**src/rtl/control_sequencer.sv**
```systemverilog
// ---------------------------------------------------------------------------
// control_sequencer
//   Turns asynchronous tone-request buttons into a sequence of tones for the
//   tone datapath. Each request plays until the datapath reports done, or
//   until the watchdog aborts it. A fixed silent gap always follows a tone.
//   One further request can wait in a single pending slot. Requests that
//   find no room are discarded and recorded in a sticky flag.
//
// Ports
//   clk          in   system clock; all state changes on the rising edge
//   rst          in   asynchronous active-low reset
//   btn[2:0]     in   async buttons: bit2 = tone A, bit1 = B, bit0 = C
//   done         in   tone finished (sampled only while a tone plays)
//   cv[2:0]      out  one-hot tone select {A,B,C}; 000 = silent
//   busy         out  high whenever the sequencer is not idle
//   timeout      out  one-cycle pulse after a watchdog abort
//   last_tone    out  last ended tone: 0 none, 1 C, 2 B, 3 A
//   played_count out  tones ended by done, wraps 255 -> 0
//   dropped      out  sticky: a request was discarded
//   state_dbg    out  current FSM state (IDLE=0, PLAY=1, GAP=2)
//
// Handshake: there is no valid/ready pair on this block. A request is the
//   rising edge of a synchronised button bit and is accepted, queued or
//   dropped in the cycle it is seen. done is a level sampled on every
//   rising edge while a tone plays and is ignored in every other state.
// ---------------------------------------------------------------------------
module control_sequencer #(
  parameter logic [23:0] TIMEOUT_CYCLES = 24'd16777215,
  parameter logic [15:0] GAP_CYCLES     = 16'd1024
) (
  input  logic       clk,
  input  logic       rst,
  input  logic [2:0] btn,
  input  logic       done,
  output logic [2:0] cv,
  output logic       busy,
  output logic       timeout,
  output logic [1:0] last_tone,
  output logic [7:0] played_count,
  output logic       dropped,
  output logic [1:0] state_dbg
);

  typedef enum logic [1:0] {
    IDLE = 2'd0,
    PLAY = 2'd1,
    GAP  = 2'd2
  } state_t;

  state_t      state_q, state_d;
  logic [2:0]  sync1_q, sync2_q, hist_q;
  logic [2:0]  tone_q, tone_d;
  logic [2:0]  pend_q, pend_d;
  logic        pend_valid_q, pend_valid_d;
  logic [23:0] wd_q, wd_d;
  logic [15:0] gap_q, gap_d;
  logic        timeout_q, timeout_d;
  logic [1:0]  last_q, last_d;
  logic [7:0]  count_q, count_d;
  logic        dropped_q, dropped_d;

  logic [2:0]  press;
  logic [2:0]  winner;

  function automatic logic [1:0] tone_code(input logic [2:0] t);
    if (t[2])      tone_code = 2'd3;
    else if (t[1]) tone_code = 2'd2;
    else if (t[0]) tone_code = 2'd1;
    else           tone_code = 2'd0;
  endfunction

  // A press is the first cycle a synchronised bit is seen high; holding a
  // button does not repeat the request.
  assign press  = sync2_q & ~hist_q;
  assign winner = press[2] ? 3'b100 :
                  press[1] ? 3'b010 :
                  press[0] ? 3'b001 : 3'b000;

  always_ff @(posedge clk or negedge rst) begin
    if (!rst) begin
      state_q      <= IDLE;
      sync1_q      <= 3'b000;
      sync2_q      <= 3'b000;
      hist_q       <= 3'b000;
      tone_q       <= 3'b000;
      pend_q       <= 3'b000;
      pend_valid_q <= 1'b0;
      wd_q         <= 24'd0;
      gap_q        <= 16'd0;
      timeout_q    <= 1'b0;
      last_q       <= 2'd0;
      count_q      <= 8'd0;
      dropped_q    <= 1'b0;
    end else begin
      state_q      <= state_d;
      sync1_q      <= btn;
      sync2_q      <= sync1_q;
      hist_q       <= sync2_q;
      tone_q       <= tone_d;
      pend_q       <= pend_d;
      pend_valid_q <= pend_valid_d;
      wd_q         <= wd_d;
      gap_q        <= gap_d;
      timeout_q    <= timeout_d;
      last_q       <= last_d;
      count_q      <= count_d;
      dropped_q    <= dropped_d;
    end
  end

  always_comb begin
    state_d      = state_q;
    tone_d       = tone_q;
    pend_d       = pend_q;
    pend_valid_d = pend_valid_q;
    wd_d         = wd_q;
    gap_d        = gap_q;
    timeout_d    = 1'b0;
    last_d       = last_q;
    count_d      = count_q;
    // Lower-priority presses in the same cycle as the winner are always lost.
    dropped_d    = dropped_q | (|(press & ~winner));

    case (state_q)
      IDLE: begin
        if (|winner) begin
          state_d = PLAY;
          tone_d  = winner;
          wd_d    = 24'd0;
        end
      end

      PLAY: begin
        if (|winner) begin
          if (pend_valid_q) begin
            dropped_d = 1'b1;
          end else begin
            pend_d       = winner;
            pend_valid_d = 1'b1;
          end
        end
        // done wins over a watchdog expiry in the same cycle.
        if (done) begin
          state_d = GAP;
          gap_d   = 16'd0;
          count_d = count_q + 8'd1;
          last_d  = tone_code(tone_q);
        end else if (wd_q == TIMEOUT_CYCLES - 24'd1) begin
          state_d   = GAP;
          gap_d     = 16'd0;
          timeout_d = 1'b1;
          last_d    = tone_code(tone_q);
        end else begin
          wd_d = wd_q + 24'd1;
        end
      end

      GAP: begin
        if (gap_q == GAP_CYCLES - 16'd1) begin
          // Last silent cycle. The slot is still occupied during this cycle,
          // so a fresh press here is lost if a request is already waiting;
          // with an empty slot the fresh press starts straight away.
          if (pend_valid_q) begin
            state_d      = PLAY;
            tone_d       = pend_q;
            pend_d       = 3'b000;
            pend_valid_d = 1'b0;
            wd_d         = 24'd0;
            if (|winner) dropped_d = 1'b1;
          end else if (|winner) begin
            state_d = PLAY;
            tone_d  = winner;
            wd_d    = 24'd0;
          end else begin
            state_d = IDLE;
          end
        end else begin
          gap_d = gap_q + 16'd1;
          if (|winner) begin
            if (pend_valid_q) begin
              dropped_d = 1'b1;
            end else begin
              pend_d       = winner;
              pend_valid_d = 1'b1;
            end
          end
        end
      end

      default: begin
        state_d = IDLE;
      end
    endcase
  end

  // Outputs decode directly from registers so reset silences them at once.
  assign cv           = (state_q == PLAY) ? tone_q : 3'b000;
  assign busy         = (state_q != IDLE);
  assign timeout      = timeout_q;
  assign last_tone    = last_q;
  assign played_count = count_q;
  assign dropped      = dropped_q;
  assign state_dbg    = state_q;

endmodule
```
**config.mk**
```make
export PLATFORM = sky130hd
export DESIGN_NAME = control_sequencer
export DESIGN_NICKNAME = d
export VERILOG_FILES = /design/src/rtl/control_sequencer.sv
export SDC_FILE = /design/constraint.sdc
export NUM_CORES = 1
export LEC_CHECK = 0
export BUFFER_PORTS_ARGS = -buffer_cell sky130_fd_sc_hd__buf_2
export CAP_MARGIN = 20
export CORE_MARGIN = 3
export CORE_UTILIZATION = 45
export DETAILED_ROUTE_END_ITERATION = 10
export PLACE_DENSITY_LB_ADDON = 0.05
export SLEW_MARGIN = 15
export SYNTH_ARGS = -nofsm -noshare
export SYNTH_HDL_FRONTEND = slang
export SYNTH_SLANG_ARGS = --single-unit
```
**constraint.sdc**
```tcl
create_clock -name clk -period 2.2 [get_ports clk]
set_input_delay 0.11 -clock clk [delete_from_list [all_inputs] [get_ports clk]]
set_output_delay 0.11 -clock clk [all_outputs]
set_load 0.02 [all_outputs]
```
; ---- After elaboration in Yosys (flattened, before gate mapping)
; Cells that the tools add are included.
[word_totals]
ff_bits = 70
input_bits = 6
out_inout_bits = 18
wordCells = 94
[classes]
n_addsub = 3
n_eq_ne = 11
mux = 47
n_bitwise = 5
n_reduce_logical = 15
[ops]
columns = cell, count
row1 = 2-to-1 mux 24 bit, 5
row2 = one-hot mux 24 bit (3 select lines), 1
row3 = 2-to-1 mux 16 bit, 3
row4 = one-hot mux 16 bit (2 select lines), 1
row5 = 2-to-1 mux 3 bit, 9
row6 = "adder 24 x 1 -> 24 bit, second input constant", 1
row7 = "== test 24 bit, second input constant", 1
row8 = 2-to-1 mux 2 bit, 9
row9 = "adder 16 x 1 -> 16 bit, second input constant", 1
row10 = "== test 16 x 10 -> 1 bit, second input constant", 1
row11 = 2-to-1 mux 1 bit, 14
row12 = one-hot mux 3 bit (2 select lines), 2
row13 = "!= test 2 bit, second input constant", 5
row14 = "adder 8 x 1 -> 8 bit, second input constant", 1
row15 = AND reduction 2 bit, 4
row16 = nonzero test 2 bit, 4
row17 = bitwise AND 3 bit, 2
row18 = "!= test 3 bit, second input constant", 2
row19 = inverter 3 bit, 2
row20 = one-hot mux 2 bit (3 select lines), 1
row21 = AND reduction 3 bit, 2
row22 = OR reduction 3 bit, 2
row23 = one-hot mux 1 bit (2 select lines), 2
row24 = AND reduction 4 bit, 1
row25 = 5 further kinds, 5

; ---- Longest topological paths before layout
; Gate-level depths: netlist (run 1).
[depth]
ltp_word = 13
depth_mapped = 9
mapped_depth_nobuf = 7

; ---- Least setup slack after synthesis (run 1)
; No wires, ideal clock.
[synth_path]
path_kind = reg2reg
start = reg state_q[1], in the netlist state_dbg[1]
end = reg gap_q[13]
setup_ns = 0.078
t_arrival_ns = 2.090
required_ns = 2.122
slack_ns = 0.032
stages_incl_launch_ff = 10
path_buffers = 3
period_less_slack_ns = 2.168
path_cell_list = dfrtp_1 > inv_1 > ha_1 > clkbuf_1 > inv_1 > a211oi_1 > buf_2 > buf_2 > o31ai_1 > a21oi_1
[synth_between]
elab_chain_len = 3
elab_cells_between_ends = 7
classes_between = eq/ne (4) / mux (1) / reduce/logical (2)
[synth_rtl]
columns = element, line_no
row1 = "start, declared", 50  ; state_t state_q, state_d;
row2 = "start signal, assigned", 95  ; state_q <= state_d;
row3 = == test 2 x 1 -> 1 bit / == test 2 bit (equally long branches), 124  ; case (state_q)
row4 = != test 3 bit (no line) (tied with other cells), n/a
row5 = AND reduction 3 bit (no line), n/a
row6 = "end signal, assigned", 103  ; gap_q <= gap_d;
row7 = "end, declared", 56  ; logic [15:0] gap_q, gap_d;
; Several ways; a longest one is shown, not always the timed one.
; A chain may end at the register's enable or synchronous reset.

; ---- Worst setup path after layout (run 1)
[layout_path]
start = reg gap_q[0]
end = reg gap_q[3]
[layout_between]
elab_chain_len = 3
elab_cells_between_ends = 6
classes_between = add/sub (1) / eq/ne (2) / mux (2) / reduce/logical (1)
[layout_rtl]
columns = element, line_no
row1 = adder 16 x 1 -> 16 bit / == test 16 x 10 -> 1 bit (equally long branches), "178, 159"
row2 = 2-to-1 mux 16 bit / != test 2 bit (equally long branches), n/a
row3 = one-hot mux 16 bit (2 select lines) / AND reduction 3 bit (equally long branches), n/a
; Several ways; a longest one is shown, not always the timed one. The select of a mux whose other input is x is not followed.

==> reports/qor.yml, run 1 <==
status: "finished clean"
drive_above_1_share_pct: 22.0
start_kind: "flip-flop"
finClkSkew_ns: 0.0124
post-dp-hpwl_mm: 5.98
synth_most_common_cell: "dfrtp_1"
antenna_found_initial: 0
path_buf_inv: 1
cp.required_ns: 2.48
power_mw: 5.04
relSlewSlack_pct: 70.3
setup_tns_ns: 0
fin_crit_sh_pct: 94.3
endpoint_kind: "flip-flop"
ioPinCount: 24
netlist_top_cells_area: "dfrtp_1 (46%), a31oi_1 (4.4%), a21oi_1 (4.1%), o21ai_0 (3.0%), ha_1 (3.0%)"
die_y_um: 98.0
worstMarginPinSlew_ns: 0.442
synth_edf_count: 0
dr.pass1.iters: 4
synth_cells: 398
cts_buffer_depth: 2
nNetsFinal: 465
holdPathStages: 2
synth_ff_type: "dfrtp_1"
grt_use_total_pct: 19.6
synth_cell_types: 55
synthArstFlopShare_pct: 100
wl_mm: 8.95
cpLargestDelayFamily: "simple AND/OR/NAND/NOR gates"
htree_levels: 3
vias_per_cell: 5.90
netlist.area_leader.share_pct: 46.0
grt_pass1_wl_mm: 15.5
core.rowCount: 32
cts_tree: "built"
synth_area_leader_cell: "dfrtp_1"
cts.sink_count: 70
areaGrowthSynthToFinish_pct: 20.4
utilization_pct: 57.6
antenna_cells: 0
drv_cap: 0
final_antenna_net_count: 0
worstSetupPathType: "flip-flop to flip-flop"
syn_area_um2: 3810
die_w_um: 98.0
path_clk_slew_ns: 0.08
die_area_um2: 9610
avgSynthCellArea_um2: 9.57
io_buffers: 23
crit_path_top_delay_cell: "or4_1"
min_path_type: "primary input to flip-flop"
final_hold_viol_count: 0
synthTopCellsByCount: "dfrtp_1 (70), a21oi_1 (31), nand2_1 (28), a31oi_1 (27), o21ai_0 (23)"
yosysWarnings: 0
syn-num-nets: 413
crit_arrival_ns: 2.35
place.gp.congestion: 0.796
reg2regPathDepth: 7
grt_max_degree: 71
initial_utilization_pct: 47.8
max_freq_mhz: 482
power_leakage_nw: 1.93
drv_slew: 0
yosysSeqAreaShare_pct: 46.0
num_vias: 3284
cts_root_buf: "clkbuf_8"
crit_path_max_fanout: 7
clock_latency_ns: 0.34
powerDensity_nw_per_um2: 1100
wl_per_cell_um: 16.1
synth.ff_latch_count: 70
grt_pass1_vias: 3168
postCtsSetupBuffers: 0
cp_num_cells: 7
drcViolationCount: 0
cts_made_buffers: 9
post-route-min-period_ns: 2.08
setup_viol_count_final: 0
irDropWorstVdd_uv: 565
cpPeakStageDelay_ns: 0.52
rsz0062_at_grt: "true"
drt_iter0_drc: 108
critical_path.cell_chain: "ha_1, and4_2, nand4_1, o21bai_4, buf_4, or4_1, a21oi_2"
timing.hold.ws_ns: 0.0443
grt-ovfl-total: 0
core_area_um2: 7970
-- report_power, final --
part / total [mW] / switching [mW] / internal, mW
registers: 1.72 / 0.211 / 1.51
clock network: 1.13 / 0.496 / 0.637
logic: 2.19 / 1.29 / 0.895
total: 5.04 / 2.00 / 3.04
-- registers in the layout (all words and copies together) (netlist names), 2 cells and up --
name / flops
wd_q: 24
gap_q: 16
played_count: 8
hist_q: 3
pend_q: 3
sync1_q: 3
sync2_q: 3
tone_q: 3
last_tone: 2
state_dbg: 2
-- layout make-up --
type / count / area, µm²
timing repair buffer: 62 / 480
clock inverter: 6 / 86.3
tap: 102 / 128
fill: 697 / 3380
sequential: 70 / 1750
inverter: 14 / 52.6
multi-input combinational: 293 / 1960
clock buffer: 10 / 128
-- repair_timing --
action / CTS / global route
resized for setup: 0 / 11
setup endpoints to repair: 0 / 18
hold buffers: 4 / 0
endpoints found under the hold margin: 73 / 0
-- path summary, 6_finish.rpt --
kind                                 start            to  slack [ns]
worst max-delay path              gap_q[0]      gap_q[3]        0.12
worst min-delay path                  done       timeout        0.04
worst max register to register    gap_q[0]      gap_q[3]        0.12
worst min register to register  sync1_q[2]    sync2_q[2]        0.35
max in group asynchronous              rst  state_dbg[0]        1.55
min in group asynchronous              rst      gap_q[9]        0.29
-- layout by cell type (no fill, tap or decap), types with 8 or more instances in the layout --
master / synthesis / routed
dfrtp_1: 70 / 69
buf_4: 0 / 30
nand2_1: 28 / 28
a21oi_1: 31 / 27
a31oi_1: 27 / 27
o21ai_0: 23 / 23
buf_2: 9 / 23
nand3_1: 18 / 18
inv_1: 14 / 13
nor2_1: 12 / 12
nor3_1: 13 / 12
nand4_1: 11 / 11
nor4_1: 10 / 9
o31ai_1: 9 / 9
ha_1: 9 / 9
clkbuf_8: 0 / 9
and3_1: 8 / 8
-- metrics by stage --
stage          setup WS [ns]  instances  area [µm²]
3_5_place_dp          0.0262        537        4290
3_3_place_gp           0.132        537        4290
6_report               0.125        557        4590
5_1_grt             -0.00385        557        4590
4_1_cts              0.00234        557        4550
2_1_floorplan         0.0322        398        3810
-- cells by family after synthesis --
kind of cell / after synthesis / share of synthesized area [%]
AND/OR/NAND/NOR: 138 / 20.7
AO/OA/AOI/OAI: 131 / 22.6
flip-flops: 70 / 46.0
buffers and inverters: 35 / 3.97
adder cells (fa/ha/maj): 9 / 2.96
multiplexers: 8 / 2.17
XOR/XNOR: 7 / 1.61
-- routing by layer --
metal	share of wire [%]	vias up	track usage, %
met4	0.97	0	5.54
met1	48	1608	25.8
li1	-	1620	-
met3	3.0	9	4.29
met2	48	47	32.4
met5	0	-	0
Power figures use the tool's default switching activity.
==> run 2: changes to the inputs <==
Settings changed: CELL_PAD_IN_SITES_DETAIL_PLACEMENT from default to 1, CELL_PAD_IN_SITES_GLOBAL_PLACEMENT from default to 2, CORE_UTILIZATION 45 to 35.
==> run 2 against run 1 <==
  * Clock skew fell by 0.0024 ns
  * Critical path type unchanged
  * Clock-buffer cell count fell by 1
  * Largest cell class unchanged
  * Utilization fell by 13 points
  * Non-clock buffer count up 6
  * Sequential power about the same
  * Global-route usage decreased by 1.3 points
  * Clock power is 12% higher
==> reports/qor.yml, run 2 (synthesis results as in run 1) <==
antenna_cells: 0  # unchanged
final_common_cell: "dfrtp_1"  # unchanged
finClkSkew_ns: 0.00998  # was 0.0124 ns
fin_crit_sh_pct: 95.0  # was 94.3%
critical_path.cell_chain: "ha_1, and4_1, a41oi_2, or2_2, a211o_1, a221o_1"  # was ha_1, and4_2, nand4_1, o21bai_4, buf_4, or4_1, a21oi_2
cts_buffer_depth: 2  # unchanged
cts_tree: "built"  # unchanged
htree_levels: 3  # unchanged
io_buffers: 23  # unchanged
antenna_found_initial: 0  # unchanged
crit_path_top_delay_cell: "dfrtp_1"  # was or4_1
rsz0062_at_grt: "true"  # unchanged
die_area_um2: 12200  # was 9610 µm²
placedCellCount: 576  # was 537
relSlewSlack_pct: 50.5  # was 70.3%
core.rowCount: 37  # was 32
wl_per_cell_um: 17.5  # was 16.1 µm
vias_per_cell: 5.66  # was 5.90
register_area_um2: 1750  # about the same
cp.required_ns: 2.45  # was 2.48 ns
irDropWorstVdd_uv: 446  # was 565 µV
min_path_type: "primary input to async pin"  # was primary input to flip-flop
status: "finished clean"  # unchanged
grt_pass1_vias: 3449  # was 3,168
max_freq_mhz: 478  # was 482 MHz
p_switching_mw: 2.10  # was 2.00 mW
dr.pass1.iters: 4  # unchanged
drcViolationCount: 0  # unchanged
multiInputGateArea_um2: 1970  # was 1960 µm²
final_antenna_net_count: 0  # unchanged
crit_arrival_ns: 2.34  # was 2.35 ns
largest_register_ffs: 24  # unchanged
drt_iter0_drc: 162  # was 108
post-dp-hpwl_mm: 7.19  # was 5.98 mm
layout_common_cells: "dfrtp_1 (70), buf_4 (36), nand2_1 (28)"  # was dfrtp_1 (69), buf_4 (30), nand2_1 (28)
core_area_um2: 10500  # was 7970 µm²
grt_pass1_wl_mm: 17.3  # was 15.5 mm
combPwrFrac_pct: 43.1  # was 43.4%
grt_use_total_pct: 18.3  # was 19.6%
final_cells: 596  # was 557
postCtsSetupBuffers: 0  # unchanged
setup_viol_count_final: 0  # unchanged
power_leakage_nw: 1.98  # was 1.93 nW
switching_share_pct: 39.9  # was 39.6%
worstSetupPathType: "flip-flop to flip-flop"  # unchanged
grt_max_degree: 42  # was 71
utilization_pct: 44.9  # was 57.6%
die_w_um: 110  # was 98.0 µm
cts.sink_count: 70  # unchanged
p_int_mw: 3.15  # was 3.04 mW
setup_tns_ns: 0  # unchanged
initial_utilization_pct: 36.4  # was 47.8%
drive_above_1_share_pct: 23.3  # was 22.0%
drv_cap: 0  # unchanged
grt-ovfl-total: 0  # unchanged
ioPinCount: 24  # unchanged
top_register: "wd_q"  # unchanged
num_vias: 3371  # was 3,284
cpPeakStageDelay_ns: 0.38  # was 0.52 ns
num-fill-cells: 1218  # was 697
start_kind: "flip-flop"  # unchanged
die_y_um: 110  # was 98.0 µm
place.gp.congestion: 0.751  # was 0.796
power_frac_seq_pct: 32.7  # was 34.2%
worstMarginPinSlew_ns: 0.743  # was 0.442 ns
powerDensity_nw_per_um2: 1120  # was 1100 nW/µm²
wl_mm: 10.4  # was 8.95 mm
crit_path_max_fanout: 4  # was 7
endpoint_kind: "flip-flop"  # unchanged
nNetsFinal: 471  # was 465
post-route-min-period_ns: 2.09  # was 2.08 ns
pwr-share-clk_pct: 24.2  # was 22.5%
cts_root_buf: "clkbuf_8"  # unchanged
path_buf_inv: 0  # was 1
clock_latency_ns: 0.36  # was 0.34 ns
cpLargestDelayFamily: "compound AO/OA/AOI/OAI gates"  # was simple AND/OR/NAND/NOR gates
areaGrowthSynthToFinish_pct: 23.3  # was 20.4%
drv_slew: 0  # unchanged
path_clk_slew_ns: 0.08  # about the same
cts_made_buffers: 9  # unchanged
final_hold_viol_count: 0  # unchanged
[run 2: path summary, 6_finish.rpt]
path / start / to / slack, ns / cells after the start
max: gap_q[1] / wd_q[22] / 0.11 / 6
min: rst / gap_q[6] / 0.31 / 3
max reg2reg: gap_q[1] / wd_q[22] / 0.11 / 6
min reg2reg: sync1_q[0] / sync2_q[0] / 0.35 / 0
max in group asynchronous: rst / sync1_q[2] / 1.46 / 3
min in group clk: sync1_q[0] / sync2_q[0] / 0.35 / 0
[run 2: worst min-delay path, stage by stage]
cell and delay, ns:
dlygate4sd3_1 0.52, buf_2 0.11, buf_4 0.36
[run 2: metrics by stage]
stage	cell area, µm²	power [mW]	setup slack (ns)	hold slack (ns)
final	4700	5.25	0.109	0.310
after global routing	4700	5.63	-0.00844	0.348
after CTS	4650	5.27	0.0536	0.306
after detailed placement	4360	3.96	0.0667	0.170
after global placement	4360	3.92	0.0836	0.167
after floorplan	3810	2.99	0.0322	-0.186
[run 2: repair_timing]
item                                    in CTS  in global routing
hold buffers                                 5                  0
hold endpoints to repair                    74                  0
gates resized for setup                      0                 14
endpoints found under the setup margin       0                 32
[run 2: metal layers]
metal  part of all wire, %  global-route usage (%)
met1                    48                    24.5
met2                    47                    28.9
met3                   2.5                    3.03
met4                   2.0                    8.36
met5                     0                       0
[run 2: power by group through the flow]
stage | Clock, mW | Sequential, mW | Combinational [mW]
2_1_floorplan | 0 | 1.82 | 1.17
3_3_place_gp | 0 | 1.73 | 2.19
3_5_place_dp | 0 | 1.74 | 2.22
4_1_cts | 1.32 | 1.72 | 2.23
5_1_grt | 1.37 | 1.76 | 2.51
6_report | 1.27 | 1.72 | 2.26
[run 2: area by class of cell]
class	instances	area share (%)
well taps	136	3.62
multi-input cells	293	42.0
inverters	14	1.12
flip-flops and latches	70	37.3
clock buffers	9	2.64
clock inverters	6	2.37
repair buffers	68	11.0
